===== src/rtl/fifo_pkg.sv =====
// Shared constants and helpers for the FIFO stream reader family.
//   DATA_W_DEFAULT : default data word width
//   DEPTH_MIN/MAX  : legal range for the skid/output buffer depth
//   level_width()  : bits needed to hold a count of 0..depth
package fifo_pkg;

    localparam int DATA_W_DEFAULT = 9;
    localparam int DEPTH_MIN      = 2;
    localparam int DEPTH_MAX      = 8;

    function automatic int level_width(input int depth);
        return $clog2(depth + 1);
    endfunction

endpackage


===== src/rtl/fifo_stream_skid_buf.sv =====
// Depth-entry circular buffer with registered pointers and occupancy.
// Ports:
//   clk, rst        : clock, asynchronous active-high reset
//   push, push_data : write a word at the write pointer
//   pop             : retire the head word
//   head_data       : word at the read pointer (registered storage)
//   level           : number of words held
//   overflow        : push refused because the buffer is full with no pop
module fifo_stream_skid_buf
    import fifo_pkg::*;
#(
    parameter int Width      = DATA_W_DEFAULT,
    parameter int Depth      = 3,
    parameter int LevelWidth = 4
) (
    input  logic                  clk,
    input  logic                  rst,
    input  logic                  push,
    input  logic [Width-1:0]      push_data,
    input  logic                  pop,
    output logic [Width-1:0]      head_data,
    output logic [LevelWidth-1:0] level,
    output logic                  overflow
);

    localparam int                    PtrW    = $clog2(Depth);
    localparam logic [PtrW-1:0]       LastPtr = PtrW'(Depth - 1);
    localparam logic [LevelWidth-1:0] Full    = LevelWidth'(Depth);

    logic [Width-1:0]      mem_q [Depth];
    logic [Width-1:0]      mem_d [Depth];
    logic [PtrW-1:0]       wr_ptr_q, wr_ptr_d;
    logic [PtrW-1:0]       rd_ptr_q, rd_ptr_d;
    logic [LevelWidth-1:0] level_q, level_d;
    logic                  pop_ok, push_ok;

    // Explicit wrap so non-power-of-2 depths work.
    function automatic logic [PtrW-1:0] next_ptr(input logic [PtrW-1:0] p);
        return (p == LastPtr) ? '0 : p + PtrW'(1);
    endfunction

    always_comb begin
        pop_ok   = pop && (level_q != '0);
        // A pop in the same cycle frees the slot the push lands in.
        push_ok  = push && ((level_q != Full) || pop_ok);
        overflow = push && !push_ok;
        mem_d    = mem_q;
        wr_ptr_d = wr_ptr_q;
        rd_ptr_d = rd_ptr_q;
        level_d  = level_q;
        if (push_ok) begin
            mem_d[wr_ptr_q] = push_data;
            wr_ptr_d        = next_ptr(wr_ptr_q);
        end
        if (pop_ok) begin
            rd_ptr_d = next_ptr(rd_ptr_q);
        end
        case ({push_ok, pop_ok})
            2'b10:   level_d = level_q + LevelWidth'(1);
            2'b01:   level_d = level_q - LevelWidth'(1);
            default: level_d = level_q;
        endcase
    end

    always_ff @(posedge clk or posedge rst) begin
        if (rst) begin
            for (int i = 0; i < Depth; i++) begin
                mem_q[i] <= '0;
            end
            wr_ptr_q <= '0;
            rd_ptr_q <= '0;
            level_q  <= '0;
        end else begin
            mem_q    <= mem_d;
            wr_ptr_q <= wr_ptr_d;
            rd_ptr_q <= rd_ptr_d;
            level_q  <= level_d;
        end
    end

    assign head_data = mem_q[rd_ptr_q];
    assign level     = level_q;

endmodule


===== src/rtl/fifo_stream_reader.sv =====
// Drains a standard-mode (1-cycle read latency) block RAM FIFO and presents
// the words as a valid/ready stream from a small registered buffer.
// Ports:
//   Clk, Reset          : clock, asynchronous active-high reset
//   FifoEmpty, FifoRead : FIFO empty flag in, read strobe out
//   FifoDout, FifoValid : FIFO read data, valid one cycle after FifoRead
//   OutValid, OutReady, OutData : downstream stream
//   Level               : words currently buffered
//   ProtoErr            : sticky protocol error
// Build option: define FIFO_STREAM_READER_CHECK_EN to enable the protocol
// checker behind ProtoErr; otherwise ProtoErr is tied low.
module fifo_stream_reader
    import fifo_pkg::*;
#(
    parameter int Width      = DATA_W_DEFAULT,
    parameter int Depth      = 3,
    parameter int LevelWidth = 4
) (
    input  logic                  Clk,
    input  logic                  Reset,
    input  logic                  FifoEmpty,
    output logic                  FifoRead,
    input  logic [Width-1:0]      FifoDout,
    input  logic                  FifoValid,
    output logic                  OutValid,
    input  logic                  OutReady,
    output logic [Width-1:0]      OutData,
    output logic [LevelWidth-1:0] Level,
    output logic                  ProtoErr
);

    if (Depth < DEPTH_MIN || Depth > DEPTH_MAX) begin : g_bad_depth
        $error("fifo_stream_reader: Depth out of range");
    end
    if (LevelWidth < level_width(Depth)) begin : g_bad_level_w
        $error("fifo_stream_reader: LevelWidth too narrow for Depth");
    end

    logic                  in_flight_q, in_flight_d;
    logic                  fifo_read;
    logic                  buf_pop;
    logic                  buf_overflow;
    logic [LevelWidth-1:0] level;
    logic [Width-1:0]      head_data;

    // Read issue depends only on FifoEmpty and registered state; counting the
    // in-flight word reserves its slot so the buffer can never be overrun.
    always_comb begin
        fifo_read = 1'b0;
        if (!Reset && !FifoEmpty && ((int'(level) + int'(in_flight_q)) < Depth)) begin
            fifo_read = 1'b1;
        end
        in_flight_d = fifo_read;
    end

    always_ff @(posedge Clk or posedge Reset) begin
        if (Reset) begin
            in_flight_q <= 1'b0;
        end else begin
            in_flight_q <= in_flight_d;
        end
    end

    assign OutValid = (level != '0);
    assign buf_pop  = OutValid && OutReady;

    fifo_stream_skid_buf #(
        .Width      (Width),
        .Depth      (Depth),
        .LevelWidth (LevelWidth)
    ) u_skid (
        .clk       (Clk),
        .rst       (Reset),
        .push      (FifoValid),
        .push_data (FifoDout),
        .pop       (buf_pop),
        .head_data (head_data),
        .level     (level),
        .overflow  (buf_overflow)
    );

    assign FifoRead = fifo_read;
    assign OutData  = head_data;
    assign Level    = level;

`ifdef FIFO_STREAM_READER_CHECK_EN
    logic proto_err_q, proto_err_d;

    // FifoValid must mirror last cycle's read exactly; any disagreement
    // (unsolicited or missing data) or a dropped word latches the flag.
    always_comb begin
        proto_err_d = proto_err_q | (FifoValid != in_flight_q) | buf_overflow;
    end

    always_ff @(posedge Clk or posedge Reset) begin
        if (Reset) begin
            proto_err_q <= 1'b0;
        end else begin
            proto_err_q <= proto_err_d;
        end
    end

    assign ProtoErr = proto_err_q;
`else
    logic unused_overflow;
    assign unused_overflow = buf_overflow;
    assign ProtoErr        = 1'b0;
`endif

endmodule

===== config.mk =====
export PLATFORM = sky130hd
export DESIGN_NAME = fifo_stream_reader
export DESIGN_NICKNAME = d
export VERILOG_FILES = /design/src/rtl/fifo_pkg.sv /design/src/rtl/fifo_stream_skid_buf.sv /design/src/rtl/fifo_stream_reader.sv
export SDC_FILE = /design/constraint.sdc
export NUM_CORES = 1
export LEC_CHECK = 0
export CAP_MARGIN = 10
export CORE_ASPECT_RATIO = 0.9
export CORE_UTILIZATION = 40
export DETAILED_ROUTE_END_ITERATION = 6
export HOLD_SLACK_MARGIN = 0.08
export PLACE_DENSITY = 0.6
export REMOVE_ABC_BUFFERS = 1
export SLEW_MARGIN = 40
export SYNTH_ARGS = -nofsm -noshare
export SYNTH_HDL_FRONTEND = slang
export SYNTH_SLANG_ARGS = --single-unit

===== constraint.sdc =====
create_clock -name Clk -period 3.8 [get_ports Clk]
set_input_delay 0.76 -clock Clk [delete_from_list [all_inputs] [get_ports Clk]]
set_output_delay 0.76 -clock Clk [all_outputs]
set_load 0.02 [all_outputs]

After elaboration in Yosys (flattened, before gate mapping)
Index checks and enable logic that the tools add are counted.
- word-level logic and storage cells: 44
- flip-flop bits (word level): 36
- bits of input ports: 14
- output and inout port bits: 16
- $add $sub $neg: 5
- multiplexer cells: 10
- reduce and logical (&&, ||, !) cells: 11
- equal/unequal tests: 5
- bitwise logic cells: 2
- magnitude comparators: 4
- operator list (kind ; count):
    27-bit bitwise mux ; 1
    9-bit 2-to-1 mux ; 3
    9-bit binary-select mux with 2-bit select ; 1
    9-bit demux with 2-bit select ; 1
    4-bit one-hot mux with 2 select lines ; 1
    2-bit == test, second input constant ; 3
    3-bit greater-or-equal comparator, second input constant ; 2
    1-bit logical AND ; 6
    2-bit inverter with 3-bit output ; 2
    4-bit by 1-bit adder with 5-bit output ; 1
    5-bit by 2-bit less-than comparator with 1-bit output, second input constant ; 1
    2-bit by 1-bit adder with 2-bit output, second input constant ; 2
    4-bit by 1-bit adder with 4-bit output, second input constant ; 1
    2-bit 2-to-1 mux ; 2
    4-bit by 2-bit != test with 1-bit output, second input constant ; 1
    4-bit nonzero test ; 1
    4-bit by 1-bit subtractor with 4-bit output, second input constant ; 1
    3-bit by 1-bit less-than comparator with 1-bit output, second input constant ; 1
    2-bit by 1-bit == test with 1-bit output, second input constant ; 1
    1-bit logical NOT ; 2
    2-bit nonzero test ; 1
    1-bit logical OR ; 1
    1-bit 2-to-1 mux ; 1

Depth between registers and ports, before layout
Gate-level depths: netlist of run 1.
- depth after elaboration: 7
- mapped depth: 11

By module
Synthesis of run 1 repeated with hierarchy kept, for this count alone.
- cells, all modules: 153
- area, all modules: 1870.5 um2
- modules (own cells, without submodules) (module ; area an instance (um2) ; cells an instance ; times used):
    fifo_stream_skid_buf ; 1756.7 ; 140 ; 1
    fifo_stream_reader ; 113.9 ; 13 ; 1

Worst setup path before layout of run 1
Ideal clock, no wire load.
- path kind: input to output
- start: input Reset
- end: output FifoRead
- data required time: 3040 ps
- cell stages on the path: 2
- slack: 1097 ps
- buffers on the path: 0
- arrival: 1943 ps
- path through: inv_1 -> and3_1
- longest elaborated chain between the ends: 4
- RTL lines (element ; RTL line ; source):
    start, declared ; fifo_stream_reader.sv:20 ; input logic Reset,
    1-bit logical NOT (no line) ; - ;
    1-bit logical AND (2 in a row) ; fifo_stream_reader.sv:50 ; if (!Reset && !FifoEmpty && ((int'(level) + int'(in_flight_q)) < Depth)) begin
    1-bit 2-to-1 mux ; fifo_stream_reader.sv:50 ;
    end, declared ; fifo_stream_reader.sv:22 ; output logic FifoRead,
Every way passes these cells.

Final worst setup path of run 1
- start: register u_skid.level_q[0], in the netlist u_skid.level[0]
- end: output FifoRead
- longest elaborated chain between the ends: 4
- RTL lines (element ; RTL line ; source):
    start, declared ; fifo_stream_skid_buf.sv:34 ; logic [LevelWidth-1:0] level_q, level_d;
    start signal, assigned ; fifo_stream_skid_buf.sv:77 ; level_q <= level_d;
    4-bit by 1-bit adder with 5-bit output ; fifo_stream_reader.sv:50 ;
    5-bit by 2-bit less-than comparator with 1-bit output ; fifo_stream_reader.sv:50 ;
    1-bit logical AND ; fifo_stream_reader.sv:50 ;
    1-bit 2-to-1 mux ; fifo_stream_reader.sv:50 ;
Every way passes these cells.

==> run metrics, run 1 <==
Hold Buf Count CTS=0; Top Ports=30; Multi-input gate area=831 µm²; Root Buffer Master=clkbuf_8; top cells by area, synth=dfrtp_1, mux2_2, mux2_4, mux2i_1, nand2_1; Final setup viols=0; pre-CTS setup slack=0.814 ns; clock sink count=36; total negative slack=0 ns; ant diodes=0; class of the worst hold path=reg2reg; total chip power=0.00199 W; sequential area share after synthesis=50.1%; CTS max path bufs=2; row cnt=22; Tcrit/Tclk final=81.8%; Slew Limit Fails=0; Slew @ Worst Pin=0.781 ns; Worst setup SP type=flop; flops & latches, synth=36; grt total ovfl=0; DR iter-0 viols=42; CTS resizes=0; router iterations before antenna repair=4; CTS tree=built; Die H=65.6 µm; synthesized instance count=144; hpwl dp=2240 µm; P_leak=0.978 nW; ys flop type=dfrtp_1; fmax=0.322 GHz; register area=901 µm²; Worst slew margin=47.9%; vias in the first global route=1250; postcts setup bufs=0; R2R Path End=u_skid.level[3]; Core Area=0.00418 mm²; Syn Std Cell Area=0.00180 mm²; number of flops mapped to enable cells by yosys=0; Cell Area, Placed=0.00210 mm²; Synth top area share=50.1%; drt via density=4.96; antenna-violating nets left=0; Max-Cap Viols=0; worst-skew pair later-pin latency=0.29 ns; Final Hold Slack=0.504 ns; data required time at the worst endpoint=3.04 ns; vias=1151; final hold viol count=0; PwrDens=909 mW/mm²; Setup crit end kind=output port; fin crit period=3.11 ns; VDD IR max=0.000482 V; nets@finish=190; hold path endpoint=u_skid.mem_q[3]; CTS Buf Count=5; initial antenna violation count=0; All-Layer GR Usage=16.8%; Worst-path clk slew=0.07 ns; WHS Path Cells=1; largest net degree at the start of global routing=37; CP Class=reg2out; outcome=finished clean; Unique masters post-synth=34; Die Area=0.00477 mm²; layout cells sized above 1=22.7%; Register-to-Register Path Depth=7; Area Growth Syn to Fin=22.1%; H-tree Lvls=2; final design instance area without fill=0.00219 mm²; RSZ-0062 raised after global routing=false; largest area contributor in the netlist=dfrtp_1; Async SR Flop Fraction=100%; setup ws final=0.692 ns; final WL=3410 µm; Port Buf Inserts=28; Syn. warnings=0; Initial Utilization=43.0%; CP arrival=2.35 ns; HP Start=u_skid.mem_q[3]; reg2reg setup slack=1.17 ns; routed len/inst=14.7 µm; worst reg2reg path startpoint=u_skid.level[1]; residual DRC count=0; FILL cells=383; RePlAce Congestion=0.728; Die W=72.7 µm; critical path peak fanout=8; clk_skew=0.00697 ns; first-pass GRT wire length=5930 µm; average instance area after synthesis=12.5 µm²
[power by group]
part | leakage [nW] | internal, W | switching, W
clock network | 0.0510 | 0.000145 | 0.000134
registers | 0.430 | 0.000577 | 0.000203
logic | 0.496 | 0.000532 | 0.000405
total | 0.978 | 0.00125 | 0.000742
[worst max path at each step]
stage                     cells after the start             from               to  slack [ns]
after CTS                                     5  u_skid.level[0]         FifoRead        0.67
after global routing                          5  u_skid.level[0]         FifoRead        0.58
after global placement                        9         OutReady  u_skid.level[2]        0.89
after detailed placement                      9         OutReady  u_skid.level[2]        0.81
final                                         5  u_skid.level[0]         FifoRead        0.69
after floorplan                               2            Reset         FifoRead        1.10
[layout by cell type, fill, tap and decap left out, drive strengths merged]
| cell type | count |
|---|---|
| nor3 | 1 |
| ha | 5 |
| or4b | 1 |
| inv | 2 |
| xnor2 | 1 |
| clkdlybuf4s50 | 28 |
| a21oi | 1 |
| o211ai | 1 |
| or3b | 2 |
| o21ai | 8 |
| nor2 | 2 |
| nand2 | 18 |
| and3 | 1 |
| dfrtp | 36 |
| nand3 | 3 |
| o41ai | 1 |
| o22ai | 4 |
| a211oi | 1 |
| clkbuf | 6 |
| conb | 1 |
| mux2 | 28 |
| mux2i | 9 |
| or4 | 1 |
| or3 | 1 |
| clkinv | 2 |
| buf | 1 |
| nor4bb | 1 |
| nor2b | 1 |
| a21o | 1 |
| xor2 | 4 |
[metrics by stage]
stage / instances / util (%)
6_report: 232 / 52.5
3_5_place_dp: 224 / 50.2
4_1_cts: 232 / 52.5
2_1_floorplan: 135 / -
3_3_place_gp: 224 / 50.2
5_1_grt: 232 / 52.5
[cells by family after synthesis]
logic type / share of synthesized area [%]
muxes: 24.4
DFF: 50.1
and+or+nand+nor: 8.98
AOI/OAI and AO/OA: 6.68
adders and majority gates: 3.48
xor gates and xnor gates: 2.44
buffers and inverters: 3.69
other: 0.209
[critical path, cell delays in order, from the launching register on]
cell and delay (ns):
dfrtp_1 0.49, ha_1 0.27, ha_1 0.27, a211oi_1 0.21, and3_1 0.21, clkdlybuf4s50_1 0.61
[registers in the layout, indices dropped and copies added (netlist names)]
| signal | cells |
|---|---|
| u_skid.level | 4 |
| u_skid.wr_ptr_q | 2 |
| in_flight_q | 1 |
| u_skid.mem_q | 27 |
| u_skid.rd_ptr_q | 2 |
[cell usage after synthesis (2+ instances only)]
library cell,number
buf_6,2
nand2_1,17
buf_4,2
dfrtp_1,36
inv_1,2
mux2_2,19
ha_1,5
o21ai_0,8
nor2_1,2
xor2_1,4
mux2i_1,9
mux2_4,9
o22ai_1,4
clkbuf_1,2
or3b_1,2
nand3_1,3
[layout make-up]
cell class	instances	area share [%]
sequential	36	41.0
tap	60	3.42
inverter	2	0.342
timing repair buffer	29	13.1
clock inverter	2	0.456
multi-input combinational	97	37.9
clock buffer	6	3.76
[layer usage]
metal / routed length, µm / part of all wire (%) / GRT usage, %
met5: 0 / 0 / 0
met4: 57 / 1.7 / 6.62
met3: 141 / 4.1 / 4.14
met2: 1570 / 46 / 27.1
met1: 1650 / 48 / 21.8
Power figures use the tool's default switching activity.
==> run 2, diff against run 1 <==
==> constraint.sdc (replaced) <==
create_clock -name Clk -period 3.1 [get_ports Clk]
set_input_delay 0.62 -clock Clk [delete_from_list [all_inputs] [get_ports Clk]]
set_output_delay 0.62 -clock Clk [all_outputs]
set_load 0.02 [all_outputs]
==> run metrics, run 2 (synthesized netlist as in run 1, its figures left out) <==
total chip power=0.00253 W (was 0.00199 W); largest net degree at the start of global routing=37 (unchanged); Layout Utilization=53.4% (was 52.5%); VDD IR max=0.000526 V (was 0.000482 V); fmax=0.343 GHz; Max-Cap Viols=0 (unchanged); fin crit period=2.91 ns; DR iter-0 viols=46 (was 42); H-tree Lvls=2 (unchanged); Crit path top cell by count=ha_1 (unchanged); drt via density=5.00 (was 4.96); Root Buffer Master=clkbuf_8 (unchanged); outcome=finished clean (unchanged); residual DRC count=0 (unchanged); Worst-path clk slew=0.07 ns (about the same); Levels on crit path=5 (unchanged); P_leak=0.995 nW (was 0.978 nW); total negative slack=0 ns (unchanged); most frequent cells in the layout=dfrtp_1, clkdlybuf4s50_1, mux2_2, nand2_1 (unchanged); Worst setup SP type=flop (unchanged); RSZ-0062 raised after global routing=false (unchanged); Top Ports=30 (unchanged); PwrDens=1130 mW/mm² (was 909 mW/mm²); critical path peak fanout=8 (unchanged); CTS max path bufs=2 (unchanged); class of the worst hold path=reg2reg (unchanged); FILL cells=371 (was 383); Slew @ Worst Pin=0.559 ns (was 0.781 ns); initial antenna violation count=0 (unchanged); Final Hold Slack=0.508 ns (was 0.504 ns); WP buf/inv=1 (unchanged); All-Layer GR Usage=16.9% (was 16.8%); vias in the first global route=1229 (was 1250); CTS Buf Count=5 (unchanged); slowest CP cell=clkdlybuf4s50_1 (unchanged); Slew Limit Fails=0 (unchanged); Die H=65.6 µm (unchanged); row cnt=22 (unchanged); layout cells sized above 1=24.0% (was 22.7%); register area=901 µm² (unchanged); WHS Path Cells=1 (unchanged); Largest Register=u_skid.mem_q (unchanged); CTS resizes=0 (unchanged); Die Area=0.00477 mm² (unchanged); Worst slew margin=62.7% (was 47.9%); Area Growth Syn to Fin=24.4% (was 22.1%); Multi-input gate area=831 µm² (unchanged); Register-to-Register Path Depth=10 (was 7); most common cell after layout, fill and taps aside=dfrtp_1 (unchanged); router iterations before antenna repair=4 (unchanged); CP arrival=2.29 ns (was 2.35 ns); Critical Path Max Stage Delay=0.61 ns (about the same); vias=1174 (was 1151); hpwl dp=2320 µm (was 2240 µm); ant diodes=0 (unchanged); Port Buf Inserts=28 (unchanged); antenna-violating nets left=0 (unchanged); data required time at the worst endpoint=2.48 ns (was 3.04 ns); worst-skew pair later-pin latency=0.29 ns (about the same); final hold viol count=0 (unchanged); CP Class=reg2out (unchanged); critical-path cell list=ha_1 > ha_1 > a211oi_1 > and3_1 > clkdlybuf4s50_1 (unchanged); clock sink count=36 (unchanged); Crit path max-delay family=buffers and inverters (unchanged); nets@finish=193 (was 190); Hold Buf Count CTS=0 (unchanged); Tcrit/Tclk final=93.9%; CTS tree=built (unchanged); first-pass GRT wire length=5910 µm (was 5930 µm); Setup crit end kind=output port (unchanged); grt total ovfl=0 (unchanged); Initial Utilization=43.0% (unchanged); final WL=3490 µm (was 3410 µm); Core Area=0.00418 mm² (unchanged); Die W=72.7 µm (unchanged); Final setup viols=0 (unchanged); routed len/inst=14.8 µm (was 14.7 µm); RePlAce Congestion=0.693 (was 0.728); postcts setup bufs=0 (unchanged); max reg flops=27 (unchanged); clk_skew=0.00591 ns (was 0.00697 ns)
-- run 2: worst register-to-register path, cell delays in order, from the launching register on --
cell and delay (ns):
dfrtp_1 0.51, or4_1 0.60, nand2_1 0.16, inv_1 0.08
ha_1 0.25, xor2_1 0.17, ha_1 0.19, a21oi_1 0.14
xor2_1 0.18, nor2_1 0.07, xor2_1 0.15
-- run 2: final cells by class --
| class | count | share of cell area [%] |
|---|---|---|
| sequential | 36 | 40.3 |
| multi-input combinational | 97 | 37.2 |
| timing repair buffer | 32 | 13.9 |
| tap | 60 | 3.36 |
| clock buffer | 5 | 3.08 |
| clock inverter | 3 | 1.90 |
| inverter | 2 | 0.336 |
-- run 2: per-layer routing --
layer | wire [µm] | GRT usage, % | part of all wire [%] | vias to the layer above
li1 | - | - | - | 567
met1 | 1690 | 21.9 | 48 | 580
met2 | 1620 | 27.3 | 47 | 20
met3 | 127 | 4.29 | 3.6 | 7
met4 | 48 | 5.88 | 1.4 | 0
met5 | 0 | 0 | 0 | -
-- run 2: final timing paths --
check                                      from          endpoint  slack, ns
worst min register to register  u_skid.mem_q[7]   u_skid.mem_q[7]       0.51
worst min-delay path            u_skid.mem_q[7]   u_skid.mem_q[7]       0.51
worst max register to register  u_skid.level[1]   u_skid.level[2]       0.49
worst max-delay path            u_skid.level[0]          FifoRead       0.19
max in group asynchronous                 Reset   u_skid.mem_q[0]       2.00
min in group asynchronous                 Reset  u_skid.mem_q[15]       0.77
-- run 2: where the power goes --
group | switching [W] | internal [W] | total [W]
clock network | 0.000169 | 0.000238 | 0.000406
logic | 0.000546 | 0.000670 | 0.00122
registers | 0.000204 | 0.000707 | 0.000911
total | 0.000918 | 0.00162 | 0.00253
-- run 2: metrics by stage --
step                      setup WS (ns)  area [µm²]  cells
after floorplan                   0.483        1740    135
after global placement            0.327        2120    227
after detailed placement          0.214        2120    227
after CTS                         0.160        2240    235
after global routing             0.0813        2240    235
final                             0.188        2240    235
==> run 3, diff against run 2 <==
--- a/config.mk
+++ b/config.mk
@@ -10,6 +10,7 @@
 export CORE_UTILIZATION = 40
 export DETAILED_ROUTE_END_ITERATION = 6
 export HOLD_SLACK_MARGIN = 0.08
+export MAX_ROUTING_LAYER = met4
 export PLACE_DENSITY = 0.6
 export REMOVE_ABC_BUFFERS = 1
 export SLEW_MARGIN = 40
==> run metrics, run 3 (synthesized netlist as in run 1, its figures left out) <==
RSZ-0062 raised after global routing=false (unchanged); DR WL met2=1620 µm (about the same); RePlAce Congestion=0.701 (was 0.693); All-Layer GR Usage=17.3% (was 16.9%); final WL=3480 µm (was 3490 µm); WP buf/inv=1 (unchanged); P_leak=0.995 nW (unchanged); M1 WL=1680 µm (was 1690 µm); outcome=finished clean (unchanged); met3 wire len=122 µm (was 127 µm); Max-Cap Viols=0 (unchanged); layout cells sized above 1=24.0% (unchanged); CTS Buf Count=5 (unchanged); postcts setup bufs=0 (unchanged); clock sink count=36 (unchanged); Worst-path clk slew=0.07 ns (about the same); Root Buffer Master=clkbuf_8 (unchanged); Crit path top cell by count=ha_1 (unchanged); ant diodes=0 (unchanged); critical path peak fanout=8 (unchanged); initial antenna violation count=0 (unchanged); final hold viol count=0 (unchanged); Hold Buf Count CTS=0 (unchanged); nets@finish=193 (unchanged); Die W=72.7 µm (unchanged); Area Growth Syn to Fin=24.4% (unchanged); vias in the first global route=1229 (unchanged); routed len/inst=14.8 µm (about the same); residual DRC count=0 (unchanged); max reg flops=27 (unchanged); Initial Utilization=43.0% (unchanged); CTS max path bufs=2 (unchanged); row cnt=22 (unchanged); Port Buf Inserts=28 (unchanged); fin crit period=2.91 ns (about the same); Core Area=0.00418 mm² (unchanged); setup ws final=0.192 ns (was 0.188 ns); fmax=0.344 GHz (was 0.343 GHz); antenna-violating nets left=0 (unchanged); router iterations before antenna repair=4 (unchanged); reg2reg setup slack=0.49 ns (about the same); largest net degree at the start of global routing=37 (unchanged); total negative slack=0 ns (unchanged); slowest CP cell=clkdlybuf4s50_1 (unchanged); Worst setup SP type=flop (unchanged); Cell Count, Final, Fillers Out=235 (unchanged); critical-path cell list=ha_1 > ha_1 > a211oi_1 > and3_1 > clkdlybuf4s50_1 (unchanged); first-pass GRT wire length=5920 µm (was 5910 µm); Placed Cells=227 (unchanged); Crit path max-delay family=buffers and inverters (unchanged); class of the worst hold path=reg2reg (unchanged); CTS tree=built (unchanged); drt via density=5.00 (unchanged); Largest Register=u_skid.mem_q (unchanged); hpwl dp=2320 µm (unchanged); H-tree Lvls=2 (unchanged); data required time at the worst endpoint=2.48 ns (about the same); Critical Path Max Stage Delay=0.61 ns (about the same); CP arrival=2.29 ns (about the same); Die H=65.6 µm (unchanged); clk_skew=0.00591 ns (about the same); CTS resizes=0 (unchanged); Slew Limit Fails=0 (unchanged); DR iter-0 viols=46 (unchanged); pre-CTS setup slack=0.214 ns (unchanged); worst-skew pair later-pin latency=0.29 ns (about the same); FILL cells=371 (unchanged); vias=1174 (unchanged); CP Class=reg2out (unchanged); Die Area=0.00477 mm² (unchanged); max layer used=met4 (unchanged); Setup crit end kind=output port (unchanged); most common cell after layout, fill and taps aside=dfrtp_1 (unchanged); Tcrit/Tclk final=93.8% (was 93.9%); Worst slew margin=62.5% (was 62.7%); Slew @ Worst Pin=0.563 ns (was 0.559 ns); PwrDens=1130 mW/mm² (about the same); Top Ports=30 (unchanged); VDD IR max=0.000525 V (was 0.000526 V); Final setup viols=0 (unchanged); grt total ovfl=0 (unchanged); most frequent cells in the layout=dfrtp_1, clkdlybuf4s50_1, mux2_2, nand2_1 (unchanged)
## run 3: through the flow
step           area [µm²]  hold WS, ns  util [%]  power (W)
3_3_place_gp         2120        0.486      50.8    0.00210
4_1_cts              2240        0.509      53.4    0.00256
5_1_grt              2240        0.522      53.4    0.00270
2_1_floorplan        1740        0.467         -    0.00166
3_5_place_dp         2120        0.494      50.8    0.00214
6_report             2240        0.508      53.4    0.00253
## run 3: routing by layer
| metal | track usage, % | vias to the layer above |
|---|---|---|
| met4 | 5.88 | 0 |
| met1 | 21.9 | 577 |
| met5 | - | - |
| met2 | 27.3 | 20 |
| met3 | 4.29 | 7 |
| li1 | - | 570 |
## run 3: path summary, 6_finish.rpt
path                       depth (start not counted)             from                to
max reg2reg                                       10  u_skid.level[1]   u_skid.level[2]
max                                                5  u_skid.level[0]          FifoRead
min in group asynchronous                          3            Reset  u_skid.mem_q[15]
min                                                1  u_skid.mem_q[7]   u_skid.mem_q[7]
max in group asynchronous                          3            Reset   u_skid.mem_q[0]
min reg2reg                                        1  u_skid.mem_q[7]   u_skid.mem_q[7]
## run 3: power by group
| group | internal [W] | switching, W | total (W) |
|---|---|---|---|
| Sequential | 0.000707 | 0.000204 | 0.000911 |
| Combinational | 0.000670 | 0.000546 | 0.00122 |
| Clock | 0.000238 | 0.000168 | 0.000406 |
| Total | 0.00162 | 0.000918 | 0.00253 |
## run 3: cell type report
cell class / count / area [µm²] / area share, %
timing repair buffer: 32 / 310 / 13.9
clock inverter: 3 / 42.5 / 1.90
inverter: 2 / 7.51 / 0.336
clock buffer: 5 / 68.8 / 3.08
sequential: 36 / 901 / 40.3
tap: 60 / 75.1 / 3.36
multi-input combinational: 97 / 831 / 37.2
